**src/rtl/stash_scan_table_drain_if.sv**
```systemverilog
// Scan and drain channels of the stash scan table.
// slave is the table side, master is the scan FSM / writeback side.
interface stash_scan_table_drain_if #(
    parameter int ORAML        = 4,
    parameter int ORAMZ        = 4,
    parameter int StashEAWidth = 8
);
    localparam int TAWidth = $clog2((ORAML + 1) * ORAMZ + 1);

    logic                    ResetDone;
    logic [ORAML-1:0]        CurrentLeaf;
    logic                    CurrentLeafValid;
    logic [ORAML-1:0]        InScanLeaf;
    logic [StashEAWidth-1:0] InScanSAddr;
    logic                    InScanValid;
    logic                    InScanReady;
    logic [StashEAWidth-1:0] OutScanSAddr;
    logic                    OutScanAccepted;
    logic                    OutScanValid;
    logic [TAWidth-1:0]      OutFillCount;
    logic                    DrainStart;
    logic [StashEAWidth-1:0] OutDrainData;
    logic                    OutDrainValid;
    logic                    OutDrainReady;
    logic                    DrainDone;

    modport slave (
        input  CurrentLeaf, CurrentLeafValid,
        input  InScanLeaf, InScanSAddr, InScanValid,
        input  DrainStart, OutDrainReady,
        output ResetDone, InScanReady,
        output OutScanSAddr, OutScanAccepted, OutScanValid,
        output OutFillCount, OutDrainData, OutDrainValid,
        output DrainDone
    );

    modport master (
        output CurrentLeaf, CurrentLeafValid,
        output InScanLeaf, InScanSAddr, InScanValid,
        output DrainStart, OutDrainReady,
        input  ResetDone, InScanReady,
        input  OutScanSAddr, OutScanAccepted, OutScanValid,
        input  OutFillCount, OutDrainData, OutDrainValid,
        input  DrainDone
    );
endinterface

```
**src/rtl/stash_scan_table_drain.sv**
```systemverilog
// Path ORAM stash scan table: greedy deepest-bucket placement of
// scanned stash entries, then a self-clearing valid/ready drain.
module stash_scan_table_drain #(
    parameter int ORAML        = 4,
    parameter int ORAMZ        = 4,
    parameter int StashEAWidth = 8
) (
    input  logic                  Clock,
    input  logic                  Reset,
    stash_scan_table_drain_if.slave Bus
);
    localparam int LP1       = ORAML + 1;
    localparam int N         = LP1 * ORAMZ;
    localparam int BCWidth   = $clog2(ORAMZ + 1);
    localparam int TAWidth   = $clog2(N + 1);
    localparam int LvWidth   = $clog2(LP1);
    localparam int RamAWidth = $clog2(N);

    localparam logic [StashEAWidth-1:0] SNULL = '1;
    localparam logic [TAWidth-1:0]      TAN   = TAWidth'(N);
    localparam logic [BCWidth-1:0]      FullCount = BCWidth'(ORAMZ);

    typedef enum logic [1:0] {StInit, StScan, StDrain} stateT;

    stateT state;
    stateT nextState;

    logic [TAWidth-1:0]      initCount;
    logic [BCWidth-1:0]      levelCount [LP1];
    logic [TAWidth-1:0]      fillCount;
    logic [TAWidth-1:0]      drainPtr;
    logic [StashEAWidth-1:0] drainData;
    logic                    drainValid;
    logic [StashEAWidth-1:0] slotRam [N];

    logic                    commonRun;
    logic                    hit;
    logic [LvWidth-1:0]      hitLevel;
    logic                    scanFire;
    logic                    accept;
    logic [TAWidth-1:0]      slotAddr;
    logic                    drainIssue;
    logic                    drainLast;

    logic                    wrEn;
    logic [TAWidth-1:0]      wrAddr;
    logic [StashEAWidth-1:0] wrData;

    // Deepest common level that still has a free slot; common levels
    // form a prefix from the root, so a running match flag suffices.
    always_comb begin
        commonRun = 1'b1;
        hit       = 1'b0;
        hitLevel  = '0;
        if (levelCount[0] != FullCount) begin
            hit = 1'b1;
        end
        for (int k = 1; k < LP1; k++) begin
            commonRun = commonRun &
                (Bus.InScanLeaf[k-1] == Bus.CurrentLeaf[k-1]);
            if (commonRun && levelCount[k] != FullCount) begin
                hit      = 1'b1;
                hitLevel = LvWidth'(k);
            end
        end
    end

    // Scan and drain control strobes.
    always_comb begin
        scanFire   = (state == StScan) & Bus.InScanValid &
                     Bus.CurrentLeafValid;
        accept     = scanFire & hit;
        slotAddr   = TAWidth'(hitLevel) * TAWidth'(ORAMZ) +
                     TAWidth'(levelCount[hitLevel]);
        drainIssue = (state == StDrain) && (drainPtr != TAN) &&
                     (!drainValid || Bus.OutDrainReady);
        drainLast  = (state == StDrain) && (drainPtr == TAN) &&
                     drainValid && Bus.OutDrainReady;
    end

    // Single RAM write port shared by init fill, scan insert and drain clear.
    always_comb begin
        wrEn   = 1'b0;
        wrAddr = '0;
        wrData = SNULL;
        unique case (state)
            StInit: begin
                if (initCount != TAN) begin
                    wrEn   = 1'b1;
                    wrAddr = initCount;
                end
            end
            StScan: begin
                if (accept) begin
                    wrEn   = 1'b1;
                    wrAddr = slotAddr;
                    wrData = Bus.InScanSAddr;
                end
            end
            StDrain: begin
                if (drainIssue) begin
                    wrEn   = 1'b1;
                    wrAddr = drainPtr;
                end
            end
            default: ;
        endcase
    end

    // Slot table storage, no reset: INIT rewrites every slot.
    always_ff @(posedge Clock) begin
        if (wrEn) begin
            slotRam[wrAddr[RamAWidth-1:0]] <= wrData;
        end
    end

    // Drain read side: read-first output register and read pointer.
    always_ff @(posedge Clock or posedge Reset) begin
        if (Reset) begin
            drainData  <= '0;
            drainValid <= 1'b0;
            drainPtr   <= '0;
        end else if (drainIssue) begin
            drainData  <= slotRam[drainPtr[RamAWidth-1:0]];
            drainValid <= 1'b1;
            drainPtr   <= drainPtr + 1'b1;
        end else if (drainLast) begin
            drainValid <= 1'b0;
            drainPtr   <= '0;
        end
    end

    // Init counter, per-level occupancy and fill count.
    always_ff @(posedge Clock or posedge Reset) begin
        if (Reset) begin
            initCount <= '0;
            fillCount <= '0;
            for (int i = 0; i < LP1; i++) begin
                levelCount[i] <= '0;
            end
        end else begin
            if (state == StInit && initCount != TAN) begin
                initCount <= initCount + 1'b1;
            end
            if (drainLast) begin
                fillCount <= '0;
                for (int i = 0; i < LP1; i++) begin
                    levelCount[i] <= '0;
                end
            end else if (accept) begin
                fillCount <= fillCount + 1'b1;
                levelCount[hitLevel] <= levelCount[hitLevel] + 1'b1;
            end
        end
    end

    // State register.
    always_ff @(posedge Clock or posedge Reset) begin
        if (Reset) begin
            state <= StInit;
        end else begin
            state <= nextState;
        end
    end

    // Next-state logic.
    always_comb begin
        nextState = state;
        unique case (state)
            StInit:  if (initCount == TAN) nextState = StScan;
            StScan:  if (Bus.DrainStart)   nextState = StDrain;
            StDrain: if (drainLast)        nextState = StScan;
            default: nextState = StInit;
        endcase
    end

    // Outputs; ResetDone latches by virtue of never re-entering INIT.
    always_comb begin
        Bus.ResetDone       = (state != StInit) || (initCount == TAN);
        Bus.InScanReady     = (state == StScan);
        Bus.OutScanValid    = Bus.InScanValid & (state == StScan);
        Bus.OutScanAccepted = accept;
        Bus.OutScanSAddr    = Bus.OutScanValid ? Bus.InScanSAddr : '0;
        Bus.OutFillCount    = fillCount;
        Bus.OutDrainData    = drainData;
        Bus.OutDrainValid   = drainValid;
        Bus.DrainDone       = drainLast;
    end
endmodule

```
**src/flat_wrapper.sv**
```systemverilog
// flat-port wrapper written by rule: the top's interface ports become plain ports
module stash_scan_table_drain_flat 
#(
    parameter int ORAML        = 4,
    parameter int ORAMZ        = 4,
    parameter int StashEAWidth = 8
)
  (Clock, Reset, Bus_CurrentLeaf, Bus_CurrentLeafValid, Bus_InScanLeaf, Bus_InScanSAddr, Bus_InScanValid, Bus_DrainStart, Bus_OutDrainReady, Bus_ResetDone, Bus_InScanReady, Bus_OutScanSAddr, Bus_OutScanAccepted, Bus_OutScanValid, Bus_OutFillCount, Bus_OutDrainData, Bus_OutDrainValid, Bus_DrainDone);
  stash_scan_table_drain_if #(.ORAML(ORAML), .ORAMZ(ORAMZ), .StashEAWidth(StashEAWidth)) Bus_i ();
  input  logic Clock;
  input  logic Reset;
  input wire logic [$bits(Bus_i.CurrentLeaf)-1:0] Bus_CurrentLeaf;
  input wire logic [$bits(Bus_i.CurrentLeafValid)-1:0] Bus_CurrentLeafValid;
  input wire logic [$bits(Bus_i.InScanLeaf)-1:0] Bus_InScanLeaf;
  input wire logic [$bits(Bus_i.InScanSAddr)-1:0] Bus_InScanSAddr;
  input wire logic [$bits(Bus_i.InScanValid)-1:0] Bus_InScanValid;
  input wire logic [$bits(Bus_i.DrainStart)-1:0] Bus_DrainStart;
  input wire logic [$bits(Bus_i.OutDrainReady)-1:0] Bus_OutDrainReady;
  output wire logic [$bits(Bus_i.ResetDone)-1:0] Bus_ResetDone;
  output wire logic [$bits(Bus_i.InScanReady)-1:0] Bus_InScanReady;
  output wire logic [$bits(Bus_i.OutScanSAddr)-1:0] Bus_OutScanSAddr;
  output wire logic [$bits(Bus_i.OutScanAccepted)-1:0] Bus_OutScanAccepted;
  output wire logic [$bits(Bus_i.OutScanValid)-1:0] Bus_OutScanValid;
  output wire logic [$bits(Bus_i.OutFillCount)-1:0] Bus_OutFillCount;
  output wire logic [$bits(Bus_i.OutDrainData)-1:0] Bus_OutDrainData;
  output wire logic [$bits(Bus_i.OutDrainValid)-1:0] Bus_OutDrainValid;
  output wire logic [$bits(Bus_i.DrainDone)-1:0] Bus_DrainDone;
  assign Bus_i.CurrentLeaf = Bus_CurrentLeaf;
  assign Bus_i.CurrentLeafValid = Bus_CurrentLeafValid;
  assign Bus_i.InScanLeaf = Bus_InScanLeaf;
  assign Bus_i.InScanSAddr = Bus_InScanSAddr;
  assign Bus_i.InScanValid = Bus_InScanValid;
  assign Bus_i.DrainStart = Bus_DrainStart;
  assign Bus_i.OutDrainReady = Bus_OutDrainReady;
  assign Bus_ResetDone = Bus_i.ResetDone;
  assign Bus_InScanReady = Bus_i.InScanReady;
  assign Bus_OutScanSAddr = Bus_i.OutScanSAddr;
  assign Bus_OutScanAccepted = Bus_i.OutScanAccepted;
  assign Bus_OutScanValid = Bus_i.OutScanValid;
  assign Bus_OutFillCount = Bus_i.OutFillCount;
  assign Bus_OutDrainData = Bus_i.OutDrainData;
  assign Bus_OutDrainValid = Bus_i.OutDrainValid;
  assign Bus_DrainDone = Bus_i.DrainDone;
  stash_scan_table_drain #(.ORAML(ORAML), .ORAMZ(ORAMZ), .StashEAWidth(StashEAWidth)) u_core (.Clock(Clock), .Reset(Reset), .Bus(Bus_i));
endmodule
```
**config.mk**
```make
export PLATFORM = sky130hd
export DESIGN_NAME = stash_scan_table_drain_flat
export DESIGN_NICKNAME = d
export VERILOG_FILES = /design/src/rtl/stash_scan_table_drain_if.sv /design/src/rtl/stash_scan_table_drain.sv /design/src/flat_wrapper.sv
export SDC_FILE = /design/constraint.sdc
export NUM_CORES = 1
export LEC_CHECK = 0
export CAP_MARGIN = 20
export CORE_MARGIN = 8
export CORE_UTILIZATION = 62
export CTS_BUF_LIST = sky130_fd_sc_hd__clkbuf_4 sky130_fd_sc_hd__clkbuf_8
export DETAILED_ROUTE_END_ITERATION = 8
export PLACE_DENSITY = 0.91
export SYNTH_ARGS = -nofsm -noshare
export SYNTH_HDL_FRONTEND = slang
export SYNTH_SLANG_ARGS = --single-unit
```
**constraint.sdc**
```tcl
create_clock -name Clock -period 4.4 [get_ports Clock]
set_clock_uncertainty 0.1 [all_clocks]
set_input_delay 0.88 -clock Clock [delete_from_list [all_inputs] [get_ports Clock]]
set_output_delay 0.88 -clock Clock [all_outputs]
set_load 0.05 [all_outputs]
```
==> results of run 1 <==
final cells by class:
cell class	count	area (sq um)
clock buffer	36	464
clock inverter	21	185
fill	742	3440
inverter	11	41.3
multi-input combinational	298	2660
sequential	201	5830
tap	180	225
timing repair buffer	96	868
per-layer routing:
| metal | global-route usage | vias to the layer above |
|---|---|---|
| met5 | 0 | - |
| met4 | 0.109 | 0 |
| met3 | 0.0580 | 63 |
| met2 | 0.399 | 358 |
| met1 | 0.279 | 2680 |
| li1 | - | 2309 |
through the flow:
stage	cells	setup WS [ns]	hold slack [ns]
final	843	0.138	0.387
after global placement	784	-0.0383	0.364
after floorplan	532	0.269	0.367
after detailed placement	784	-0.224	0.370
after global routing	843	0.0206	0.400
after CTS	841	0.269	0.393
tightest hold or removal path, cell delays in order, from the launching register on:
cell,delay (ns)
dfrtp_1,0.34
nand2_1,0.05
o21ai_0,0.06
state kept, by name, indices dropped and copies added, names as in the netlist:
signal and flops:
u_core.levelCount 15, u_core.Bus.OutDrainValid 1, u_core.state 2, u_core.Bus.OutFillCount 5, u_core.initCount 5, u_core.slotRam 160
u_core.Bus.OutDrainData 8, u_core.drainPtr 5
kinds of logic (layout without fill, tap and decap cells):
group | Yosys count | count (layout) | synth area share
muxes | 62 | 62 | 0.142
adders and majority gates | 8 | 8 | 0.0116
xor gates and xnor gates | 18 | 18 | 0.0183
buffers and inverters | 33 | 164 | 0.0160
and+or+nand+nor | 140 | 140 | 0.0821
DFF | 201 | 201 | 0.677
AOI/OAI and AO/OA | 70 | 70 | 0.0536
final timing paths:
| check | end | depth (start not counted) | slack (ns) | start |
|---|---|---|---|---|
| worst max register to register | u_core.slotRam[14][5] | 13 | 0.46 | u_core.levelCount[6] |
| worst min register to register | u_core.Bus.OutDrainData[0] | 2 | 0.39 | u_core.Bus.OutDrainData[0] |
| max in group asynchronous | u_core.drainPtr[0] | 3 | 3.01 | Reset |
| worst max-delay path | u_core.slotRam[14][5] | 14 | 0.14 | Bus_CurrentLeaf[0] |
| min in group asynchronous | u_core.drainPtr[4] | 2 | 0.58 | Reset |
| worst min-delay path | u_core.Bus.OutDrainData[0] | 2 | 0.39 | u_core.Bus.OutDrainData[0] |
where the power goes:
part           switching (mW)  leakage [nW]  internal, mW
Combinational            1.41          1.31         0.957
Sequential              0.196          1.85          2.39
Clock                   0.741         0.342         0.888
cell usage after synthesis (2+ instances only):
master	n	area share
nor2_1	22	0.0096
edfxtp_1	160	0.56
nand3_1	13	0.0076
o2bb2ai_1	2	0.0020
xor2_1	7	0.0071
and3_1	2	0.0015
dfrtp_1	41	0.12
a21o_1	3	0.0026
clkbuf_1	13	0.0057
a22o_1	2	0.0020
and3b_1	2	0.0020
buf_1	3	0.0013
a31oi_1	2	0.0015
nor3_1	22	0.013
and2_1	9	0.0065
nand4_1	6	0.0044
o32ai_1	2	0.0020
buf_2	5	0.0029
inv_1	9	0.0039
nand2_1	43	0.019
o21ai_0	28	0.016
nor2b_1	3	0.0022
xnor2_1	11	0.011
mux2i_1	14	0.016
a22oi_1	2	0.0017
ha_1	8	0.012
nand2b_1	9	0.0065
mux4_2	48	0.13
a21oi_1	13	0.0076
==> results_dict.tcl, run 1 <==
set metrics [dict create \
    status "complete, no violations" \
    cts_buffer_depth 3 \
    netlist-cell-type-count 57 \
    die_w_microns 134 \
    worstPathArrival_ns 4.45 \
    maxCapViolations 0 \
    crit_chain "clkdlybuf4s50_1, xor2_2, nor4_2, o32ai_1, a21o_1, a21oi_1, ha_1, ha_1, nor4_1, a311oi_2, a21boi_2, o221ai_2, nor3_1, buf_4" \
    ys_ff_latch 201 \
    path_common_cell "ha_1" \
    finalSetupTns_ns 0 \
    synth.avg_cell_area_sq_um 16.2 \
    clock_latency_ns 0.58 \
    period_minus_slack_ns 4.26 \
    cpMaxStageDelayCell "clkdlybuf4s50_1" \
    cp-end-kind "flip-flop" \
    cts_tree "yes" \
    dieArea_sq_um 17900 \
    tightest_slew_ns 0.822 \
    overflow 0 \
    design_area_sq_um 10300 \
    setup_violations 0 \
    port_buffers 48 \
    ant_nets 0 \
    critical_path.startpoint_type "input pin" \
    vias_per_cell 6.42 \
    wl_microns 20600 \
    crit_type "in -> reg" \
    dp_hpwl_microns 13100 \
    htree_levels 1 \
    final_util 0.749 \
    cts_sinks 201 \
    max_stage_delay_ns 0.47 \
    drive_gt1_frac 0.249 \
    start_util 0.628 \
    power.total_mw 6.58 \
    grt_pass1_vias 5617 \
    post_cts_buffers 0 \
    layout_common_cells "edfxtp_1 (160), mux4_2 (48), buf_4 (48)" \
    grt_max_degree 45 \
    antenna_found_initial 0 \
    crit_required_ns 4.58 \
    netlist_area_sq_um 8620 \
    topRoutingLayerUsed "met4" \
    yosys_warnings 0 \
    ioPinCount 49 \
    synth_ff_type "edfxtp_1" \
    syn_to_final_growth_pct 19.3 \
    die_h_microns 134 \
    timing.fmax_mhz 235 \
    wl_per_cell_microns 24.4 \
    clockRootBuffer "clkbuf_8" \
    core_area_sq_um 13700 \
    final_common_cell "edfxtp_1" \
    crit_buf_inv 2 \
    diodes 0 \
    cellLeakagePower_nw 3.50 \
    rsz0062_at_grt "false" \
    max_slew_margin 0.452 \
    cts_made_buffers 31 \
    drc 0 \
    syn_inst 532 \
    dr.pass1.iters 5 \
    cts_resized 0 \
    hold_viol 0 \
    crit_fanout 8 \
    synth_edf_count 160 \
    clkTransAtPathRegs_ns 0.06 \
    synth-seq-area-share 0.677 \
    place.gp.congestion 0.944 \
    syn_nets 562 \
    final_net_count 669 \
    dr_wl_met2_microns 10500 \
    place_area_sq_um 9580 \
    hold_buffers 0 \
    async_flop_share 0.204 \
    finalMaxSlewViolations 0 \
    routed-wl-met3_microns 2040 \
    grt_pass1_wl_microns 32200 \
    via_count 5410 \
    cp_top_family "compound AO/OA/AOI/OAI gates" \
    peakVddDrop_uv 292 \
    min_path_type "reg -> reg" \
    grt_use_total 0.235 \
    power_density_nw_per_um2 640 \
    drt_iter0_drc 539 \
    finalCritPeriodShare 0.969 \
    met1Wirelength_microns 7280 \
    num_rows 43 \
]
Power figures use the tool's default switching activity.
==> run 2, diff against run 1 <==
==> constraint.sdc (replaced) <==
create_clock -name Clock -period 4.4 [get_ports Clock]
set_clock_uncertainty 0.1 [all_clocks]
set_input_delay 1.32 -clock Clock [delete_from_list [all_inputs] [get_ports Clock]]
set_output_delay 1.32 -clock Clock [all_outputs]
set_load 0.05 [all_outputs]
==> run 2 against run 1 <==
Total power increased by 0.82%; hold slack worse by 0.0062 ns; combinational power grew 6%; critical path depth decreased by 7; setup slack got worse by 0.077 ns; clock power decreased by 6%; first-iteration DRC count increased by 12%.
==> results_dict.tcl, run 2 (same netlist as run 1, synthesis figures left out) <==
set metrics [dict create \
    status "complete, no violations" \
    crit_chain "clkdlybuf4s15_1, xor2_2, nor4_4, buf_4, or4_4, o21a_4, buf_12" \
    seqPwrFrac 0.390 \
    htree_levels 1 \
    cts_tree "yes" \
    period_minus_slack_ns 4.34 \
    cp-end-kind "primary output" \
    grt_use_total 0.232 \
    ioPinCount 49 \
    num_rows 43 \
    dp_hpwl_microns 13700 \
    worstHoldEndpoint "u_core.Bus.OutDrainData[2]" \
    finalSetupTns_ns 0 \
    p_clk_frac 0.232 \
    finalMaxSlewViolations 0 \
    hold_start "u_core.Bus.OutDrainData[2]" \
    overflow 0 \
    r2r_end "u_core.slotRam[8][1]" \
    final_net_count 694 \
    layout_common_cells "edfxtp_1 (160), buf_4 (67), mux4_2 (48)" \
    p_sw_frac 0.357 \
    clockRootBuffer "clkbuf_8" \
    vias_per_cell 6.28 \
    maxCapViolations 0 \
    instances_no_fill 869 \
    diodes 0 \
    max_slew_margin 0.447 \
    timing.fmax_mhz 230 \
    clock_latency_ns 0.56 \
    r2r-start "u_core.levelCount[3]" \
    cp.depth 7 \
    min_path_type "reg -> reg" \
    worstPathArrival_ns 2.92 \
    dieArea_sq_um 17900 \
    port_buffers 48 \
    power_density_nw_per_um2 622 \
    p_switching_mw 2.37 \
    die_h_microns 134 \
    drive_gt1_frac 0.312 \
    cts_sinks 201 \
    combinationalPowerShare 0.379 \
    reg2reg_depth 14 \
    cp_top_family "simple AND/OR/NAND/NOR gates" \
    start_util 0.628 \
    max_stage_delay_ns 0.51 \
    hold_viol 0 \
    largest_register_ffs 160 \
    placed_cells 805 \
    final_common_cell "edfxtp_1" \
    place_area_sq_um 9910 \
    setup_violations 0 \
    cts_made_buffers 31 \
    cts_buffer_depth 3 \
    drc 0 \
    clkTransAtPathRegs_ns 0.06 \
    via_count 5459 \
    wl_microns 20600 \
    tightest_slew_ns 0.829 \
    power.total_mw 6.63 \
    crit_required_ns 2.98 \
    place.gp.congestion 0.925 \
    design_area_sq_um 10700 \
    hold_depth 2 \
    r2r_setup_slack_ns 0.53 \
    ant_nets 0 \
    cellLeakagePower_nw 3.72 \
    final_util 0.777 \
    grt_max_degree 45 \
    crit_fanout 2 \
    peakVddDrop_uv 289 \
    cpMaxStageDelayCell "or4_4" \
    grt_pass1_wl_microns 32100 \
    dr.pass1.iters 6 \
    antenna_found_initial 0 \
    syn_to_final_growth_pct 23.8 \
    wl_per_cell_microns 23.7 \
    hold_buffers 0 \
    crit_type "in -> out" \
    die_w_microns 134 \
    drt_iter0_drc 601 \
    p_int_mw 4.26 \
    crit_buf_inv 3 \
    finalCritPeriodShare 0.986 \
    core_area_sq_um 13700 \
    grt_pass1_vias 5646 \
    critical_path.startpoint_type "input pin" \
]
run 2: layout make-up:
cell class	count	area [sq um]
Clock inverter	17	111
Sequential cell	201	5830
Tap cell	180	225
Multi-Input combinational cell	298	2760
Inverter	11	41.3
Timing Repair Buffer	121	1180
Clock buffer	41	514
Fill cell	685	3060
run 2: power by group through the flow:
| stage | Sequential (mW) | Clock, mW | Combinational (mW) |
|---|---|---|---|
| finish | 2.59 | 1.54 | 2.51 |
| global route | 2.61 | 1.63 | 2.66 |
| CTS | 2.58 | 1.56 | 2.46 |
| detailed placement | 2.61 | 0 | 2.43 |
| global placement | 2.58 | 0 | 2.33 |
| floorplan | 2.72 | 0 | 1.41 |
run 2: tightest hold or removal path, cell delays in order, from the launching register on:
cell	delay, ns
dfrtp_1	0.34
nand2_1	0.04
o21ai_0	0.06
run 2: routing by layer:
layer,part of all wire,global-route usage,routed length (microns),up-vias
met1,0.36,0.287,7420,2716
met3,0.095,0.0520,1960,68
met4,0.038,0.0992,779,0
li1,-,-,-,2348
met5,0,0,0,-
met2,0.51,0.386,10400,327
run 2: timing repair:
item,in CTS,in global routing
pin swaps,4,5
endpoints found under the setup margin,121,69
gates resized for setup,17,17
setup buffers,4,2
run 2: per-stage QoR:
stage / worst slack, ns / hold WS (ns)
after floorplan: -0.171 / 0.367
after global placement: -0.443 / 0.363
after detailed placement: -0.640 / 0.372
after CTS: 0.00823 / 0.386
after global routing: -0.000613 / 0.410
final: 0.0614 / 0.380
run 2: how the worst max path moves through the flow:
stage / to / slack, ns / start
final: Bus_OutScanAccepted / 0.06 / Bus_CurrentLeaf[2]
after global routing: u_core.slotRam[8][3] / -0.0006 / Bus_CurrentLeaf[2]
after detailed placement: u_core.slotRam[15][5] / -0.64 / Bus_CurrentLeaf[0]
after CTS: Bus_OutScanAccepted / 0.008 / Bus_InScanLeaf[1]
after global placement: u_core.slotRam[14][1] / -0.44 / Bus_InScanLeaf[0]
after floorplan: u_core.slotRam[13][0] / -0.17 / Bus_CurrentLeaf[0]
